**src/rtl/dmem_arb_pkg.sv**
```systemverilog
// Shared types and default constants for the data-memory arbiter.
//   state_e : sequencer states (IDLE, ACCESS, RESP)
//   owner_e : which requester owns the current transaction
package dmem_arb_pkg;

  typedef enum logic [1:0] {
    IDLE,
    ACCESS,
    RESP
  } state_e;

  typedef enum logic {
    OWN_CPU,
    OWN_DBG
  } owner_e;

  localparam logic [31:0] DefaultBaseAddr = 32'h1000_1000;
  localparam int unsigned DefaultDepth    = 16;

endpackage

```
**src/rtl/dmem_addr_decode.sv**
```systemverilog
// Byte address to word index translation for the data segment.
//   addr : byte address
//   idx  : (addr - BASE_ADDR) >> 2, truncated to IDX_W bits (wraps modulo DEPTH)
//   bad  : address outside the segment or not word aligned
//          (port present only when DMEM_ARB_ADDR_CHECK_EN is defined)
module dmem_addr_decode #(
  parameter logic [31:0] BASE_ADDR = dmem_arb_pkg::DefaultBaseAddr,
  parameter int unsigned DEPTH     = dmem_arb_pkg::DefaultDepth,
  parameter int unsigned IDX_W     = $clog2(DEPTH)
) (
  input  logic [31:0]      addr,
`ifdef DMEM_ARB_ADDR_CHECK_EN
  output logic             bad,
`endif
  output logic [IDX_W-1:0] idx
);

  // 32-bit unsigned difference; the cast keeps only the low index bits.
  assign idx = IDX_W'((addr - BASE_ADDR) >> 2);

`ifdef DMEM_ARB_ADDR_CHECK_EN
  assign bad = (addr < BASE_ADDR) ||
               ((addr - BASE_ADDR) >= 32'(4 * DEPTH)) ||
               (addr[1:0] != 2'b00);
`endif

endmodule

```
**src/rtl/dmem_arbiter.sv**
```systemverilog
// Two-requester arbiter/sequencer for the single-port data memory.
// Round-robin between the CPU and debug ports, one transaction at a time:
// IDLE (grant + latch) -> ACCESS (drive memory one cycle) -> RESP (ack pulse).
//   cpu_* / dbg_* : requester ports (req held until ack, ack is a one-cycle pulse)
//   mem_*         : memory array interface, strobes only during ACCESS
//   err           : pulses with ack on a rejected access
// Optional macro DMEM_ARB_ADDR_CHECK_EN enables address range/alignment rejection;
// without it the index wraps modulo DEPTH and err is tied low.
module dmem_arbiter
  import dmem_arb_pkg::*;
#(
  parameter logic [31:0] BASE_ADDR = DefaultBaseAddr,
  parameter int unsigned DEPTH     = DefaultDepth,
  parameter int unsigned IDX_W     = $clog2(DEPTH)
) (
  input  logic             clk,
  input  logic             rst_n,
  input  logic             cpu_req,
  input  logic             cpu_we,
  input  logic [31:0]      cpu_addr,
  input  logic [31:0]      cpu_wdata,
  output logic             cpu_ack,
  output logic [31:0]      cpu_rdata,
  input  logic             dbg_req,
  input  logic             dbg_we,
  input  logic [31:0]      dbg_addr,
  input  logic [31:0]      dbg_wdata,
  output logic             dbg_ack,
  output logic [31:0]      dbg_rdata,
  output logic [IDX_W-1:0] mem_idx,
  output logic [31:0]      mem_wdata,
  output logic             mem_we,
  output logic             mem_re,
  input  logic [31:0]      mem_rdata,
  output logic             err
);

  state_e      state_q, state_d;
  owner_e      last_q, last_d;
  owner_e      owner_q, owner_d;
  logic        we_q, we_d;
  logic [31:0] addr_q, addr_d;
  logic [31:0] wdata_q, wdata_d;
  logic        cpu_ack_q, cpu_ack_d;
  logic        dbg_ack_q, dbg_ack_d;
  logic [31:0] cpu_rdata_q, cpu_rdata_d;
  logic [31:0] dbg_rdata_q, dbg_rdata_d;

  logic             grant_dbg;
  logic [31:0]      rd_word;
  logic [IDX_W-1:0] dec_idx;
  logic             dec_bad;

  // Decode from the latched address so ACCESS sees stable fields even if req drops.
`ifdef DMEM_ARB_ADDR_CHECK_EN
  dmem_addr_decode #(
    .BASE_ADDR (BASE_ADDR),
    .DEPTH     (DEPTH),
    .IDX_W     (IDX_W)
  ) u_decode (
    .addr (addr_q),
    .bad  (dec_bad),
    .idx  (dec_idx)
  );
`else
  dmem_addr_decode #(
    .BASE_ADDR (BASE_ADDR),
    .DEPTH     (DEPTH),
    .IDX_W     (IDX_W)
  ) u_decode (
    .addr (addr_q),
    .idx  (dec_idx)
  );
  assign dec_bad = 1'b0;
`endif

  always_comb begin
    state_d     = state_q;
    last_d      = last_q;
    owner_d     = owner_q;
    we_d        = we_q;
    addr_d      = addr_q;
    wdata_d     = wdata_q;
    cpu_ack_d   = 1'b0;
    dbg_ack_d   = 1'b0;
    cpu_rdata_d = '0;
    dbg_rdata_d = '0;
    // Debug wins when alone, or on a tie when the CPU was granted last.
    grant_dbg   = dbg_req && (!cpu_req || (last_q == OWN_CPU));
    rd_word     = (!we_q && !dec_bad) ? mem_rdata : '0;

    unique case (state_q)
      IDLE: begin
        if (cpu_req || dbg_req) begin
          owner_d = grant_dbg ? OWN_DBG : OWN_CPU;
          last_d  = grant_dbg ? OWN_DBG : OWN_CPU;
          we_d    = grant_dbg ? dbg_we : cpu_we;
          addr_d  = grant_dbg ? dbg_addr : cpu_addr;
          wdata_d = grant_dbg ? dbg_wdata : cpu_wdata;
          state_d = ACCESS;
        end
      end
      ACCESS: begin
        cpu_ack_d   = (owner_q == OWN_CPU);
        dbg_ack_d   = (owner_q == OWN_DBG);
        cpu_rdata_d = (owner_q == OWN_CPU) ? rd_word : '0;
        dbg_rdata_d = (owner_q == OWN_DBG) ? rd_word : '0;
        state_d     = RESP;
      end
      RESP:    state_d = IDLE;
      default: state_d = IDLE;
    endcase
  end

  always_ff @(posedge clk or negedge rst_n) begin
    if (!rst_n) begin
      state_q     <= IDLE;
      last_q      <= OWN_DBG;
      owner_q     <= OWN_CPU;
      we_q        <= 1'b0;
      addr_q      <= '0;
      wdata_q     <= '0;
      cpu_ack_q   <= 1'b0;
      dbg_ack_q   <= 1'b0;
      cpu_rdata_q <= '0;
      dbg_rdata_q <= '0;
    end else begin
      state_q     <= state_d;
      last_q      <= last_d;
      owner_q     <= owner_d;
      we_q        <= we_d;
      addr_q      <= addr_d;
      wdata_q     <= wdata_d;
      cpu_ack_q   <= cpu_ack_d;
      dbg_ack_q   <= dbg_ack_d;
      cpu_rdata_q <= cpu_rdata_d;
      dbg_rdata_q <= dbg_rdata_d;
    end
  end

`ifdef DMEM_ARB_ADDR_CHECK_EN
  logic err_q, err_d;

  // ACCESS always moves to RESP, so err lines up with the ack pulse.
  always_comb err_d = (state_q == ACCESS) && dec_bad;

  always_ff @(posedge clk or negedge rst_n) begin
    if (!rst_n) begin
      err_q <= 1'b0;
    end else begin
      err_q <= err_d;
    end
  end

  assign err = err_q;
`else
  assign err = 1'b0;
`endif

  // Memory side is gated by state so an asynchronous reset clears it at once.
  assign mem_idx   = (state_q == ACCESS) ? dec_idx : '0;
  assign mem_wdata = (state_q == ACCESS) ? wdata_q : '0;
  assign mem_we    = (state_q == ACCESS) && we_q && !dec_bad;
  assign mem_re    = (state_q == ACCESS) && !we_q && !dec_bad;

  assign cpu_ack   = cpu_ack_q;
  assign dbg_ack   = dbg_ack_q;
  assign cpu_rdata = cpu_rdata_q;
  assign dbg_rdata = dbg_rdata_q;

endmodule

```
**config.mk**
```make
export PLATFORM = sky130hd
export DESIGN_NAME = dmem_arbiter
export DESIGN_NICKNAME = d
export VERILOG_FILES = /design/src/rtl/dmem_arb_pkg.sv /design/src/rtl/dmem_addr_decode.sv /design/src/rtl/dmem_arbiter.sv
export SDC_FILE = /design/constraint.sdc
export NUM_CORES = 1
export LEC_CHECK = 0
export ABC_AREA = 1
export CORE_ASPECT_RATIO = 0.8
export CORE_UTILIZATION = 35
export CTS_BUF_LIST = sky130_fd_sc_hd__clkbuf_8
export CTS_CLUSTER_SIZE = 40
export DETAILED_ROUTE_END_ITERATION = 10
export PLACE_DENSITY_LB_ADDON = 0.08
export SLEW_MARGIN = 20
export SYNTH_ARGS = -nofsm -noshare
export SYNTH_HDL_FRONTEND = slang
export SYNTH_SLANG_ARGS = --single-unit
```
**constraint.sdc**
```tcl
create_clock -name clk -period 1.3 [get_ports clk]
set_input_delay 0.26 -clock clk [delete_from_list [all_inputs] [get_ports clk]]
set_output_delay 0.26 -clock clk [all_outputs]
set_load 0.05 [all_outputs]
```
==> results of run 1 <==
[metrics by stage]
step	power (mW)	hold slack [ps]	TNS (ps)	instance area [um^2]
6_report	18.1	333	-15010	8770
5_1_grt	19.1	345	-17550	8770
4_1_cts	18.1	339	-16150	8690
3_5_place_dp	15.8	191	-12260	8420
3_3_place_gp	15.6	187	-11940	8420
2_1_floorplan	10.8	-35.6	-2430	4920
[where the power goes]
| part | internal [mW] | switching (mW) |
|---|---|---|
| clock network | 0.962 | 1.14 |
| logic | 4.76 | 6.32 |
| registers | 4.31 | 0.629 |
[path summary, 6_finish.rpt]
kind | from | end | slack [ps] | cells past startpoint
setup / recovery | state_q[1] | mem_wdata[28] | -420 | 5
hold / removal | dbg_req | last_q | 330 | 3
setup reg to reg | state_q[0] | dbg_rdata[15] | 50 | 7
hold reg to reg | last_q | last_q | 480 | 2
max in group asynchronous | rst_n | last_q | 400 | 3
min in group asynchronous | rst_n | dbg_rdata[1] | 340 | 2
[layout make-up]
class | instances | area [um^2] | share of cell area, %
Tap cell | 175 | 219 | 2.50
Clock buffer | 10 | 138 | 1.57
Multi-Input combinational cell | 332 | 1660 | 18.9
Sequential cell | 107 | 2680 | 30.5
Clock inverter | 6 | 68.8 | 0.784
Timing Repair Buffer | 240 | 3560 | 40.6
Inverter | 118 | 448 | 5.10
[registers in the layout, indices dropped and copies added, names as in the netlist]
signal     count
we_q           1
last_q         1
wdata_q       32
addr_q         4
cpu_ack        1
cpu_rdata     32
dbg_ack        1
state_q        2
owner_q        1
dbg_rdata     32
[worst max-delay path: cells and delay by family (launching register included)]
kind / cells / cell delay, ps
buffers and inverters: 3 / 430
flip-flops: 1 / 420
AND/OR/NAND/NOR: 2 / 260
[logic make-up (layout without fill, tap and decap cells)]
family                 after synthesis  after routing  synth area share (%)
other                                1              1                0.0808
DFF                                107            107                  57.7
AOI/OAI and AO/OA                    1              1                 0.108
and+or+nand+nor                    330            330                  28.8
buffers and inverters              151            374                  13.3
[what timing repair did]
item | in CTS | in global routing
pin swaps | 0 | 1
buffers inserted | 1 | 0
endpoints found under the hold margin | 20 | 0
hold buffers | 1 | 0
gates resized for setup | 9 | 10
gates cloned | 0 | 3
endpoints found under the setup margin | 38 | 78
[cell usage in the layout, fill, tap and decap left out, drive strengths merged, types with 2 or more instances in the layout]
| master | synthesis | layout |
|---|---|---|
| clkdlybuf4s50 | 0 | 107 |
| nand3 | 74 | 74 |
| dfrtp | 106 | 106 |
| clkinv | 0 | 2 |
| buf | 26 | 129 |
| nor2 | 105 | 105 |
| clkbuf | 7 | 12 |
| nand2 | 150 | 150 |
| inv | 118 | 120 |
[metal layers]
layer	vias to the layer above	GRT usage [%]	wire [um]
li1	2148	-	-
met1	2050	24.9	5610
met3	13	5.07	864
met4	0	4.93	173
met5	-	0	0
met2	140	34.8	6840
==> flow_summary_export.csv, run 1 <==
group,metric,value,unit
sta,fin_crit,1720,ps
route,ant_nets,0,
setup_path,cp_cell_sequence,"nor2_4, clkinv_4, buf_12, nor2_4, buf_12",
finish,fin_cells,988,
setup_path,critPathMaxFanout,13,
yosys,synth_seq_cells,107,
setup_path,crit_slowest_cell,"dfrtp_1",
yosys,synth.distinct_cells,15,
floorplanning,initial_core_util,35.9,%
clocking,clk_latency,360,ps
route,via_count,4351,
job,drv_cap,0,
finish,drive_above_1_share,24.0,%
floorplanning,dieArea,13700,um^2
finish,n_antenna_cell,0,
finish,n_fill_cell,958,
clocking,cts.clk_slew.worst_paths,90,ps
clocking,clockRootBuffer,"clkbuf_8",
clocking,cts_buffer_depth,2,
floorplanning,pin_count,271,
global_routing,grt_antenna_before_repair,0,
clocking,cts-htree-levels,3,
yosys,synth_most_common_cell,"nand2_1",
global_routing,grt-ovfl-total,0,
yosys,yosys.area.top_type,"dfrtp_1",
setup_path,required,1040,ps
route,finalWirelength,13500,um
route,drc_errors,0,
sta,rsz0062_at_grt,"yes",
sta,clock_skew,12.5,ps
yosys,synth_top_flop_cell,"dfrtp_1",
yosys,yosysWarnings,0,
sta,finalSetupViolations,38,
yosys,yosysSeqAreaShare,57.7,%
clocking,cts_tree,"built",
setup_path,critPathMaxStageDelay,420,ps
place,dpl.cell_count,967,
yosys,synth_nets,756,
yosys,netlist_area,4640,um^2
floorplanning,rows,37,
floorplanning,core_area,12900,um^2
hold_path,hp-class,"input port to flip-flop",
yosys,synth_edf_count,0,
global_routing,grt_max_degree,41,
finish,fin_util,67.9,%
finish,fin_nets,974,
global_routing,grt_first_pass_wirelength,21500,um
place,port_buffers,213,
power_and_ir_drop,p_leak,4.38,nW
clocking,clkSinkCount,107,
floorplanning,fp.dieW,131,um
power_and_ir_drop,irDropWorstVdd,1140,uV
route,wire_per_inst,13.7,um
sta,finalCritPeriodShare,132,%
route,drtIter0Drc,191,
place,dp_slack,-277,ps
yosys,synth.area.top_cells,"dfrtp_1 (57%), nand2_1 (12%), inv_1 (9.5%), nor2_1 (8.4%), nand3_1 (8.0%)",
yosys,synth_common_cells,"nand2_1 (150), inv_1 (117), dfrtp_1 (106), nor2_1 (104), nand3_1 (74)",
setup_path,critPathLaunchType,"flip-flop",
place,hpwl,9780,um
sta,setup_ws,-418,ps
yosys,ys_async_sr_fraction,100,%
finish,syn2layout_area_growth,89.0,%
floorplanning,die_y,105,um
global_routing,track_usage,20.1,%
route,drt-vias-per-instance,4.40,
setup_path,arrival,1460,ps
sta,slew_viol_final,0,
setup_path,worstSetupPathType,"flip-flop to output port",
yosys,avgSynthCellArea,7.87,um^2
sta,max_freq,0.582,GHz
setup_path,endpoint_kind,"output port",
global_routing,grt_pass1_vias,4345,
clocking,cts_made_buffers,9,
yosys,postSynthCellCount,590,
route,drt_first_pass_iters,4,
place,globalplace.congestion,0.816,
sta,hold_viol,0,
power_and_ir_drop,power_density,2070,nW/um^2
run_status,status,"finished with violations",
run_status,violations,"setup timing",
yosys,synth_top_cell_area_share,57.1,%
Power figures use the tool's default switching activity.
==> run 2: changes to the inputs <==
--- a/config.mk
+++ b/config.mk
@@ -7,7 +7,7 @@
 export LEC_CHECK = 0
 export ABC_AREA = 1
 export CORE_ASPECT_RATIO = 0.8
-export CORE_UTILIZATION = 35
+export CORE_UTILIZATION = 25
 export CTS_BUF_LIST = sky130_fd_sc_hd__clkbuf_8
 export CTS_CLUSTER_SIZE = 40
 export DETAILED_ROUTE_END_ITERATION = 10
==> run 2 against run 1 <==
The run still ends with setup timing left; global-route usage down 4.7 points; combinational power up 4%; sequential share of layout area down 0.48 points; non-clock buffer count up 2; critical path type unchanged; critical endpoint is now mem_wdata[10].
==> flow_summary_export.csv, run 2 (same netlist as run 1, synthesis figures left out) <==
group,metric,value,unit
clocking,cts.clk_slew.worst_paths,110,ps
power_and_ir_drop,p_sw_share,45.1,%
finish,n_antenna_cell,0,
power_and_ir_drop,power_frac_comb,61.8,%
setup_path,crit_start,"state_q[1]",
run_status,violations,"setup timing",
floorplanning,rows,44,
setup_path,r2r_cells,8,
route,drtIter0Drc,194,
setup_path,critPathLaunchType,"flip-flop",
place,hpwl,10400,um
floorplanning,core_area,18200,um^2
clocking,cts_made_buffers,9,
global_routing,busiest_layer,"met2",
clocking,clk_latency,380,ps
floorplanning,pin_count,271,
route,finalWirelength,15000,um
power_and_ir_drop,netSwitchingPower,8.40,mW
place,port_buffers,213,
sta,max_freq,0.567,GHz
global_routing,grt_antenna_before_repair,0,
place,dpl.cell_count,1020,
sta,rsz0062_at_grt,"yes",
clocking,cts-htree-levels,3,
sta,slew_viol_final,0,
floorplanning,fp.dieW,154,um
global_routing,use_met1,18.5,%
route,ant_nets,0,
route,via_count,4362,
floorplanning,initial_core_util,25.6,%
setup_path,arrival,1500,ps
global_routing,grt_pass1_vias,4352,
power_and_ir_drop,pwr-share-clk,11.7,%
setup_path,crit_slowest_cell,"dfrtp_1",
finish,fin_util,49.1,%
sta,fin_crit,1760,ps
power_and_ir_drop,power.total,18.6,mW
setup_path,endpoint_kind,"output port",
setup_path,critPathMaxFanout,13,
global_routing,grt_max_degree,46,
place,globalplace.congestion,0.769,
finish,fin_nets,976,
finish,fin_cells,1045,
clocking,clockRootBuffer,"clkbuf_8",
route,drt_first_pass_iters,4,
power_and_ir_drop,intPower,10.2,mW
finish,final_common_cell,"nand2_1",
finish,syn2layout_area_growth,92.0,%
power_and_ir_drop,p_leak,4.40,nW
power_and_ir_drop,pwr-share-seq,26.5,%
global_routing,grt_first_pass_wirelength,22500,um
route,wire_per_inst,14.4,um
global_routing,track_usage,15.4,%
sta,finalCritPeriodShare,136,%
job,drv_cap,0,
hold_path,hp-class,"input port to async pin",
finish,layout_common_cells,"nand2_1 (144), buf_12 (116), inv_1 (115)",
sta,setup_ws,-462,ps
sta,finalSetupViolations,76,
setup_path,worstSetupPathType,"flip-flop to output port",
setup_path,rrSetupSlack,-60,ps
floorplanning,dieArea,19100,um^2
finish,drive_above_1_share,24.4,%
setup_path,required,1040,ps
sta,clock_skew,11.8,ps
global_routing,grtUsageMet3,4.80,%
setup_path,cp_cell_sequence,"nor2_4, clkinv_4, buf_12, nor2_4, buf_12",
power_and_ir_drop,irDropWorstVdd,1200,uV
place,dp_slack,-358,ps
global_routing,grtUsageMet2,27.2,%
run_status,status,"finished with violations",
setup_path,rr_endpoint,"wdata_q[8]",
setup_path,critPathMaxStageDelay,420,ps
clocking,cts_buffer_depth,2,
route,drt-vias-per-instance,4.17,
route,drc_errors,0,
setup_path,crit_end,"mem_wdata[10]",
floorplanning,die_y,124,um
clocking,cts_tree,"built",
power_and_ir_drop,power_density,2090,nW/um^2
sta,finalSetupTns,-17530,ps
global_routing,grt-ovfl-total,0,
setup_path,timing.rr.start,"state_q[0]",
sta,hold_viol,0,
clocking,clkSinkCount,107,
-- run 2: worst min-delay path by stage --
| stage | from | endpoint | slack, ps |
|---|---|---|---|
| after floorplan | rst_n | addr_q[2] | -40 |
| after detailed placement | rst_n | dbg_rdata[6] | 170 |
| final | rst_n | cpu_rdata[4] | 300 |
| after global routing | rst_n | dbg_rdata[6] | 290 |
| after CTS | rst_n | cpu_rdata[16] | 280 |
| after global placement | rst_n | dbg_rdata[4] | 160 |
-- run 2: metrics by stage --
stage	area, um^2	hold slack [ps]
2_1_floorplan	4920	-35.6
3_3_place_gp	8480	162
3_5_place_dp	8480	171
4_1_cts	8770	280
5_1_grt	8910	291
6_report	8910	302
-- run 2: repair_timing --
action                     in CTS  in global routing
gates resized for setup        11                 13
hold endpoints to repair       18                  0
buffers inserted                0                  3
cloned                          1                  5
pin swaps                       0                  1
setup endpoints to repair      39                 76
hold buffers                    1                  0
-- run 2: critical path, delay by kind of cell, from the launching register on --
kind / cells / cell delay, ps
buf+inv: 3 / 420
simple gates: 2 / 270
flops: 1 / 420
-- run 2: final cells by class --
class                           instances  area, um^2
Timing Repair Buffer                  242        3620
Sequential cell                       107        2680
Clock inverter                          7        82.6
Fill cell                            1716        9250
Tap cell                              230         288
Clock buffer                            9         124
Inverter                              118         453
Multi-Input combinational cell        332        1670
-- run 2: power groups by stage --
stage / clock [mW] / sequential [mW] / combinational (mW)
after floorplan: 0 / 5.89 / 4.89
after global placement: 0 / 4.97 / 10.9
after detailed placement: 0 / 5.00 / 10.9
after CTS: 2.29 / 4.94 / 11.2
after global routing: 2.43 / 5.05 / 12.2
final: 2.18 / 4.94 / 11.5
-- run 2: routing by layer --
metal,share of wire [%],vias to the layer above
met3,6.1,15
met1,43,2073
met5,0,-
met4,1.1,0
li1,-,2154
met2,50,120
